**src/rtl/scmi_doorbell_scheduler.sv**
```systemverilog
// Serialises SCMI mailbox doorbells onto one server interrupt with round-robin fairness.
// Optional service watchdog: define SCMI_DOORBELL_SCHED_TIMEOUT_EN.
//
// state    | meaning
// IDLE     | no request outstanding; grants the next eligible channel
// NOTIFY   | srv_irq_o high, waiting for the server to acknowledge
// SERVICE  | acknowledged, waiting for srv_done_i
// COMPLETE | one-cycle completion pulse back to the granted channel
module scmi_doorbell_scheduler #(
  parameter int NumChannels   = 4,
  parameter int TimeoutCycles = 1024,
  parameter int ChanIdWidth   = $clog2(NumChannels)
) (
  input  logic                   clk_i,
  input  logic                   rst_ni,
  input  logic [NumChannels-1:0] doorbell_i,
  input  logic [NumChannels-1:0] chan_en_i,
  output logic                   srv_irq_o,
  output logic [ChanIdWidth-1:0] srv_chan_o,
  input  logic                   srv_ack_i,
  input  logic                   srv_done_i,
  output logic [NumChannels-1:0] completion_o,
  output logic [NumChannels-1:0] pending_o,
  output logic                   busy_o,
  output logic                   timeout_o
);

  typedef enum logic [1:0] {
    IDLE     = 2'd0,
    NOTIFY   = 2'd1,
    SERVICE  = 2'd2,
    COMPLETE = 2'd3
  } state_t;

  if (NumChannels < 2 || NumChannels > 32 || TimeoutCycles < 2) begin : g_bad_param
    $error("scmi_doorbell_scheduler: illegal parameter value");
  end

  localparam logic [ChanIdWidth-1:0] LastChan = ChanIdWidth'(NumChannels - 1);

  state_t                   r_state;
  logic [ChanIdWidth-1:0]   r_ptr;
  logic [ChanIdWidth-1:0]   r_srv_chan;
  logic [NumChannels-1:0]   r_db_q;
  logic [NumChannels-1:0]   r_pending;
  logic [NumChannels-1:0]   r_completion;
  logic                     r_irq;
  logic                     r_busy;

  logic [NumChannels-1:0]   w_rise;
  logic [NumChannels-1:0]   w_eligible;
  logic [NumChannels-1:0]   w_grant_clr;
  logic [ChanIdWidth-1:0]   w_winner;
  logic                     w_found;
  logic                     w_grant;

  assign w_rise     = doorbell_i & ~r_db_q;
  assign w_eligible = r_pending & chan_en_i;
  assign w_grant    = (r_state == IDLE) && w_found;

  // First eligible index at or after r_ptr, wrapping past the last channel.
  always_comb begin : rr_search
    int j;
    j        = 0;
    w_found  = 1'b0;
    w_winner = '0;
    for (int k = 0; k < NumChannels; k++) begin
      j = int'(r_ptr) + k;
      if (j >= NumChannels) j = j - NumChannels;
      if (!w_found && w_eligible[j]) begin
        w_found  = 1'b1;
        w_winner = ChanIdWidth'(j);
      end
    end
  end

  assign w_grant_clr = w_grant ? (NumChannels'(1) << w_winner) : '0;

  // A new rise on the channel being granted wins over the grant's clear.
  always_ff @(posedge clk_i or negedge rst_ni) begin
    if (!rst_ni) begin
      r_db_q    <= '0;
      r_pending <= '0;
    end else begin
      r_db_q    <= doorbell_i;
      r_pending <= (r_pending & ~w_grant_clr) | w_rise;
    end
  end

`ifdef SCMI_DOORBELL_SCHED_TIMEOUT_EN
  localparam int CntW = $clog2(TimeoutCycles + 1);
  localparam logic [CntW-1:0] CntMax = CntW'(TimeoutCycles - 1);

  logic [CntW-1:0] r_cnt;
  logic            r_timeout;
  logic            w_limit;

  assign w_limit   = (r_cnt == CntMax);
  assign timeout_o = r_timeout;
`else
  assign timeout_o = 1'b0;
`endif

  always_ff @(posedge clk_i or negedge rst_ni) begin
    if (!rst_ni) begin
      r_state      <= IDLE;
      r_ptr        <= '0;
      r_srv_chan   <= '0;
      r_completion <= '0;
      r_irq        <= 1'b0;
      r_busy       <= 1'b0;
`ifdef SCMI_DOORBELL_SCHED_TIMEOUT_EN
      r_cnt        <= '0;
      r_timeout    <= 1'b0;
`endif
    end else begin
      r_completion <= '0;
`ifdef SCMI_DOORBELL_SCHED_TIMEOUT_EN
      r_timeout    <= 1'b0;
`endif
      case (r_state)
        IDLE: begin
          if (w_found) begin
            r_srv_chan <= w_winner;
            r_ptr      <= (w_winner == LastChan) ? '0 : w_winner + ChanIdWidth'(1);
            r_irq      <= 1'b1;
            r_busy     <= 1'b1;
            r_state    <= NOTIFY;
`ifdef SCMI_DOORBELL_SCHED_TIMEOUT_EN
            r_cnt      <= '0;
`endif
          end
        end
        NOTIFY: begin
`ifdef SCMI_DOORBELL_SCHED_TIMEOUT_EN
          r_cnt <= r_cnt + CntW'(1);
`endif
          if (srv_ack_i && srv_done_i) begin
            r_irq        <= 1'b0;
            r_completion <= NumChannels'(1) << r_srv_chan;
            r_state      <= COMPLETE;
`ifdef SCMI_DOORBELL_SCHED_TIMEOUT_EN
          end else if (w_limit) begin
            r_irq        <= 1'b0;
            r_completion <= NumChannels'(1) << r_srv_chan;
            r_timeout    <= 1'b1;
            r_state      <= COMPLETE;
`endif
          end else if (srv_ack_i) begin
            r_irq   <= 1'b0;
            r_state <= SERVICE;
          end
        end
        SERVICE: begin
`ifdef SCMI_DOORBELL_SCHED_TIMEOUT_EN
          r_cnt <= r_cnt + CntW'(1);
`endif
          if (srv_done_i) begin
            r_completion <= NumChannels'(1) << r_srv_chan;
            r_state      <= COMPLETE;
`ifdef SCMI_DOORBELL_SCHED_TIMEOUT_EN
          end else if (w_limit) begin
            r_completion <= NumChannels'(1) << r_srv_chan;
            r_timeout    <= 1'b1;
            r_state      <= COMPLETE;
`endif
          end
        end
        COMPLETE: begin
          r_busy  <= 1'b0;
          r_state <= IDLE;
        end
        default: begin
          r_irq   <= 1'b0;
          r_busy  <= 1'b0;
          r_state <= IDLE;
        end
      endcase
    end
  end

  assign srv_irq_o    = r_irq;
  assign srv_chan_o   = r_srv_chan;
  assign completion_o = r_completion;
  assign pending_o    = r_pending;
  assign busy_o       = r_busy;

endmodule

```
**config.mk**
```make
export PLATFORM = sky130hd
export DESIGN_NAME = scmi_doorbell_scheduler
export DESIGN_NICKNAME = d
export VERILOG_FILES = /design/src/rtl/scmi_doorbell_scheduler.sv
export SDC_FILE = /design/constraint.sdc
export NUM_CORES = 1
export LEC_CHECK = 0
export ABC_AREA = 1
export BUFFER_PORTS_ARGS = -buffer_cell sky130_fd_sc_hd__buf_2
export CORE_MARGIN = 1
export CORE_UTILIZATION = 45
export CTS_CLUSTER_SIZE = 8
export DETAILED_ROUTE_END_ITERATION = 7
export PLACE_DENSITY = 0.77
export SETUP_SLACK_MARGIN = 0.15
export SYNTH_ARGS = -nofsm -noshare
export SYNTH_HDL_FRONTEND = slang
export SYNTH_SLANG_ARGS = --single-unit
```
**constraint.sdc**
```tcl
create_clock -name clk_i -period 4.7 [get_ports clk_i]
set_clock_uncertainty 0.05 [all_clocks]
set_input_delay 0.235 -clock clk_i [delete_from_list [all_inputs] [get_ports clk_i]]
set_output_delay 0.235 -clock clk_i [all_outputs]
set_load 0.1 [all_outputs]
```
Yosys cells after proc, flatten, opt, wreduce, memory -nomap -nowiden
Index checks and enable logic that the tools add are counted.
{ "op_classes": {"addsub": 8, "order_cmp": 8, "eq_ne": 7, "shift": 2, "n_mux": 39, "n_bitwise": 6, "n_reduce_logical": 15} }
{ "op_table": {"columns": ["cell", "n"], "rows": [
  ["32-bit by 4-bit < comparator with 1-bit output (second input constant)", 4],
  ["32-bit 2-to-1 mux", 4],
  ["2-bit 2-to-1 mux", 9],
  ["1-bit 2-to-1 mux", 15],
  ["4-bit bitwise AND", 3],
  ["4-bit 2-to-1 mux", 3],
  ["3-bit by 3-bit subtractor with 4-bit output (second input constant)", 3],
  ["3-bit >= comparator (second input constant)", 3],
  ["1-bit binary-select mux with 2-bit select", 4],
  ["4-bit inverter", 2],
  ["2-bit one-hot mux with 4 select lines", 1],
  ["4-bit one-hot mux with 2 select lines", 1],
  ["1-bit by 2-bit left shift with 4-bit output (first input constant)", 2],
  ["2-bit by 2-bit adder with 3-bit output (second input constant)", 2],
  ["2-bit == test (second input constant)", 3],
  ["3-bit AND reduction", 2],
  ["1-bit logical AND", 5],
  ["2-bit != test (second input constant)", 2],
  ["4-bit bitwise OR", 1],
  ["1-bit one-hot mux with 2 select lines", 2],
  ["2-bit AND reduction", 2],
  ["2-bit nonzero test", 2],
  ["2-bit by 3-bit subtractor with 4-bit output (second input constant)", 1],
  ["2-bit by 1-bit adder with 3-bit output (second input constant)", 1],
  ["other kinds (6)", 8]
]} }
{ "word_totals": {"register_bits": 20, "inputBits": 12, "output_inout_bits": 13, "elab_cells": 93} }

Depth between registers and ports, before layout
{ "logic_depth": {"ltp_word": 20, "depth_mapped": 16, "ltp_nobuf": 15} }

Worst setup path before layout
OpenSTA, ideal clock, no wires.
{ "synth_timing": {"path_type": "reg2reg", "start": "register r_pending[3], in the netlist pending_o[3]", "end": "register r_pending[0], in the netlist pending_o[0]", "setup_time_ns": 0.067, "arrival_time_ns": 2.246, "t_required_ns": 4.583, "path_slack_ns": 2.337, "stages_incl_launch_ff": 16, "path_buffers": 0, "period_less_slack_ns": 2.363, "path_cell_list": "dfrtp_1 nand2_1 nand2_1 nand2_1 nand2_1 nand2_1 nand2_1 nand2_1 nand2_1 nand2_1 nor2_1 inv_1 ha_1 nand3_1 nand2_1 nand2_1"} }
{ "synth_between": {"elab_chain_cells": 19, "word_cells_on_any_way": 33, "cone_classes": "shift: 1; mux: 21; bitwise: 4; reduce/logical: 7"} }
{ "synth_lines": {"columns": ["element", "line_no", "rtl"], "rows": [
  ["start: declaration", "45", "logic [NumChannels-1:0] r_pending;"],
  ["start signal: assignment", "86", "r_pending <= (r_pending & ~w_grant_clr) | w_rise;"],
  ["4-bit bitwise AND (*)", "58", "assign w_eligible = r_pending & chan_en_i;"],
  ["1-bit binary-select mux with 2-bit select", "70", "if (!w_found && w_eligible[j]) begin"],
  ["1-bit 2-to-1 mux (not written as such) (2 in series)", "70", null],
  ["1-bit 2-to-1 mux", "70", null],
  ["1-bit zero test", "70", null],
  ["1-bit logical AND", "70", null],
  ["1-bit 2-to-1 mux", "70", null],
  ["1-bit zero test", "70", null],
  ["[... 3 more ...]", null, null],
  ["1-bit logical AND", "70", null],
  ["2-bit 2-to-1 mux (*)", "70", null],
  ["named net w_winner[0]", "53", "logic [ChanIdWidth-1:0] w_winner;"],
  ["1-bit by 2-bit left shift with 4-bit output (*)", "77", "assign w_grant_clr = w_grant ? (NumChannels'(1) << w_winner) : '0;"],
  ["4-bit 2-to-1 mux (*)", "77", null],
  ["4-bit inverter (*)", "86", null],
  ["4-bit bitwise AND (*)", "86", null],
  ["4-bit bitwise OR (*)", "86", null]
]} }
Mark *: on every way through the listed nets, which the timed path passes. The rest lies on a longest branch. The select of a mux whose other input is x is not followed.
A chain may end at the register's enable or synchronous reset.

Worst setup path in the final report
{ "layout_timing": {"start": "register r_ptr[0]", "end": "register r_pending[0], in the netlist pending_o[0]"} }
{ "layout_between": {"elab_chain_cells": 20, "word_cells_on_any_way": 47, "cone_classes": "add/sub: 7; order compare: 4; shift: 1; mux: 25; bitwise: 3; reduce/logical: 7"} }
{ "layout_lines": {"columns": ["element", "line_no", "rtl"], "rows": [
  ["start: declaration", "42", "logic [ChanIdWidth-1:0] r_ptr;"],
  ["start signal: assignment", "125", "r_ptr <= (w_winner == LastChan) ? '0 : w_winner + ChanIdWidth'(1);"],
  ["branches (longest 14 deep; another with 3-bit by 3-bit subtractor with 4-bit output)", null, null],
  ["2-bit 2-to-1 mux (*)", "70", null],
  ["named net w_winner[0]", "53", null],
  ["1-bit by 2-bit left shift with 4-bit output (*)", "77", null],
  ["4-bit 2-to-1 mux (*)", "77", null],
  ["4-bit inverter (*)", "86", null],
  ["4-bit bitwise AND (*)", "86", null],
  ["4-bit bitwise OR (*)", "86", null]
]} }
Mark *: on every way through the listed nets, which the timed path passes. The select of a mux whose other input is x is not followed.

==> summary.txt <==
Synth
  – Post-synth ARST share: 1.00
  – Post-Syn Area: 1320 um^2
  – Most frequent cell after synthesis: nand2_1
  – Mean Syn Cell Area: 7.31 um^2
  – Yosys warnings: 0
  – Post-synthesis xor/xnor area fraction: 0
  – Register area share after synthesis: 0.378
  – Compound-Gate Fraction of Synth Area: 0.0321
  – Yosys top cell by area: dfrtp_1
  – EDFF count, synth: 0
  – Syn Nets: 202
  – Cells after Synth: 181
  – Flops & latches, synth: 20
  – Synth cell types: 27
  – Synth cell count leaders: 73 x nand2_1, 25 x nand3_1, 20 x dfrtp_1
  – Synth Area in Adders: 0.0851
  – Yosys top cell area share: 0.378
  – Mux cell area share after synthesis: 0
  – Primary FF master, synth: dfrtp_1
  – Largest cells by area after synthesis: dfrtp_1 38%, nand2_1 21%, nand3_1 9.5%, ha_1 8.5%, inv_1 5.4%
  – Main combinational cell family by area after synthesis: simple AND/OR/NAND/NOR gates
  – Simple-Gate Fraction of Synth Area: 0.411

Detailed routing
  – Post-route DRC: 0
  – Drt wl/cell: 11.0 um
  – Total wire length: 2.63 mm
  – Post-route ant nets: 0
  – Pre-antenna DRT Iters: 4
  – Vias: 1190
  – DRT iter0 DRCs: 38
  – Routed vias/inst: 4.98

Layout
  – Layout cells sized above 1: 0.202
  – Sequential cell area: 500 um^2
  – Synth-to-Final Area Change: 16.5%
  – Fill cells: 259
  – Multi-input logic area: 703 um^2
  – # nets final: 230
  – # diodes: 0

GRT
  – Initial antenna violation count: 0
  – GRT Residual Overflow: 0
  – Largest net degree at the start of global routing: 21
  – M1 GR Usage: 0.239
  – Layer with the highest usage: met2
  – Total GRT Usage: 0.184
  – Grt met2 use: 0.308
  – Vias in the first global route: 1077
  – First-pass GRT wire length: 4.57 mm
  – GR Layer Usage met3: 0.0209

Floorplanning
  – Die area: 3160 um^2
  – Initial core utilization: 0.476
  – Std-Cell Core Area: 2780 um^2
  – I/O pins: 25
  – Die X: 56.2 um
  – FP Rows: 19
  – Die span in y: 56.2 um

Setup path
  – WP data arrival: 2.36 ns
  – Critical path required time: 4.90 ns
  – Max FO, Critical Path: 13
  – Slowest CP cell: dfrtp_1
  – Most used cell along the critical path: nand2_1
  – CP top delay family: simple AND/OR/NAND/NOR gates
  – Buffers & Inverters on Critical Path: 2
  – Critical path class: flip-flop to flip-flop
  – Element type at the critical path end: flip-flop
  – Critical Path Source Type: flip-flop
  – Crit-path cells: inv_2 > nand2_1 > nand2_1 > nand2_1 > nand2_1 > nand2_1 > nand2_1 > nand2_1 > nand2_1 > nor2_1 > inv_1 > ha_1 > nand3_1 > nand2_1 > nand2_1
  – Critical Path Max Stage Delay: 0.61 ns

Timing
  – Endpoints failing setup: 0
  – Fmax: 461 MHz
  – TNS Setup: 0 ns
  – Max-slew violations: 0
  – Period utilisation layout: 0.461
  – Final-report hold violation count: 0
  – Final worst path period need: 2.17 ns
  – RSZ-0062 raised after global routing: no

Min path
  – Worst Hold Class: input port to flip-flop

Clocking
  – Post-CTS resize count: 0
  – Clock Sinks: 20
  – Clk_lat worst skew: 0.30 ns
  – CTS tree: done
  – Clock transition at path regs: 0.11 ns
  – CTS buffer count: 3
  – CTS root buffer: clkbuf_4
  – Clock buffer depth: 2
  – H-tree lvl count: 1

Placed design
  – Dpl hpwl: 1.96 mm
  – Placer Congestion: 0.909
  – Port bufs: 23

Outcome
  – Status: finished, final reports clean

Flow run
  – Number of max-cap violations: 0
==> cells by family (layout without fill, tap and decap cells) <==
kind of cell	after synthesis	after routing
and+or+nand+nor	118	118
buffers and inverters	27	54
DFF	20	20
adders and majority gates	9	9
AOI/OAI and AO/OA	6	6
other	1	1
==> state kept, by name, summed over array words and instances, names as in the netlist <==
name,count
completion_o,4
srv_chan_o,2
r_ptr,2
r_state,2
pending_o,4
srv_irq_o,1
busy_o,1
r_db_q,4
==> worst register-to-register path: cells and delay by family (launching register included) <==
| family | cells | cell delay (ns) |
|---|---|---|
| buffers and inverters | 2 | 0.28 |
| flip-flops | 1 | 0.61 |
| adder cells (fa/ha/maj) | 1 | 0.20 |
| AND/OR/NAND/NOR | 12 | 0.98 |
==> area by class of cell <==
type	count	share of cell area
timing repair buffer	28	0.107
tap	31	0.0251
inverter	22	0.0535
clock inverter	1	0.0195
multi-input combinational	134	0.456
clock buffer	3	0.0146
sequential	20	0.324
==> final timing paths <==
path | cells past startpoint | end | slack, ns | startpoint
min in group asynchronous | 2 | r_ptr[1] | 0.34 | rst_ni
worst max register to register | 15 | pending_o[0] | 2.53 | r_ptr[0]
max in group asynchronous | 2 | pending_o[0] | 3.96 | rst_ni
worst min register to register | 2 | srv_irq_o | 0.43 | srv_irq_o
worst min-delay path | 3 | completion_o[2] | 0.21 | srv_done_i
worst max-delay path | 15 | pending_o[0] | 2.53 | r_ptr[0]
==> cells in the final DEF (no fill, tap or decap) <==
| cell | count |
|---|---|
| a21boi_0 | 1 |
| a311o_1 | 1 |
| buf_2 | 23 |
| bufinv_16 | 1 |
| clkbuf_4 | 3 |
| conb_1 | 1 |
| dfrtp_1 | 20 |
| dlygate4sd3_1 | 5 |
| ha_1 | 9 |
| inv_1 | 19 |
| inv_2 | 3 |
| nand2_1 | 73 |
| nand2_2 | 5 |
| nand2_4 | 1 |
| nand3_1 | 25 |
| nand3_2 | 1 |
| nand3_4 | 1 |
| nand3b_1 | 1 |
| nand4_2 | 1 |
| nor2_1 | 4 |
| nor2_4 | 1 |
| nor3_1 | 2 |
| nor4_1 | 2 |
| o21ai_0 | 1 |
| o21ai_1 | 1 |
| o21ai_2 | 1 |
| o22ai_1 | 1 |
| or2_2 | 1 |
==> stage by stage <==
step	hold slack (ns)	cells	worst slack, ns	instance area (um^2)	util
2_1_floorplan	-0.111	181	2.34	1320	-
3_3_place_gp	0.155	230	2.60	1440	0.518
3_5_place_dp	0.151	230	2.54	1440	0.518
4_1_cts	0.197	239	2.52	1540	0.555
5_1_grt	0.240	239	2.21	1540	0.555
6_report	0.213	239	2.53	1540	0.555
==> repair_timing <==
item	in CTS	in global routing
hold buffers	5	0
setup buffers	0	0
endpoints found under the hold margin	24	0
==> layer usage <==
layer	routed length [um]	part of all wire
met2	1250	0.47
met1	1250	0.48
met5	0	0
met4	36	0.014
met3	89	0.034
Power is left out: the tool's default activity adds up to more than one toggle a clock period on the data nets, which glitch-free logic cannot reach.
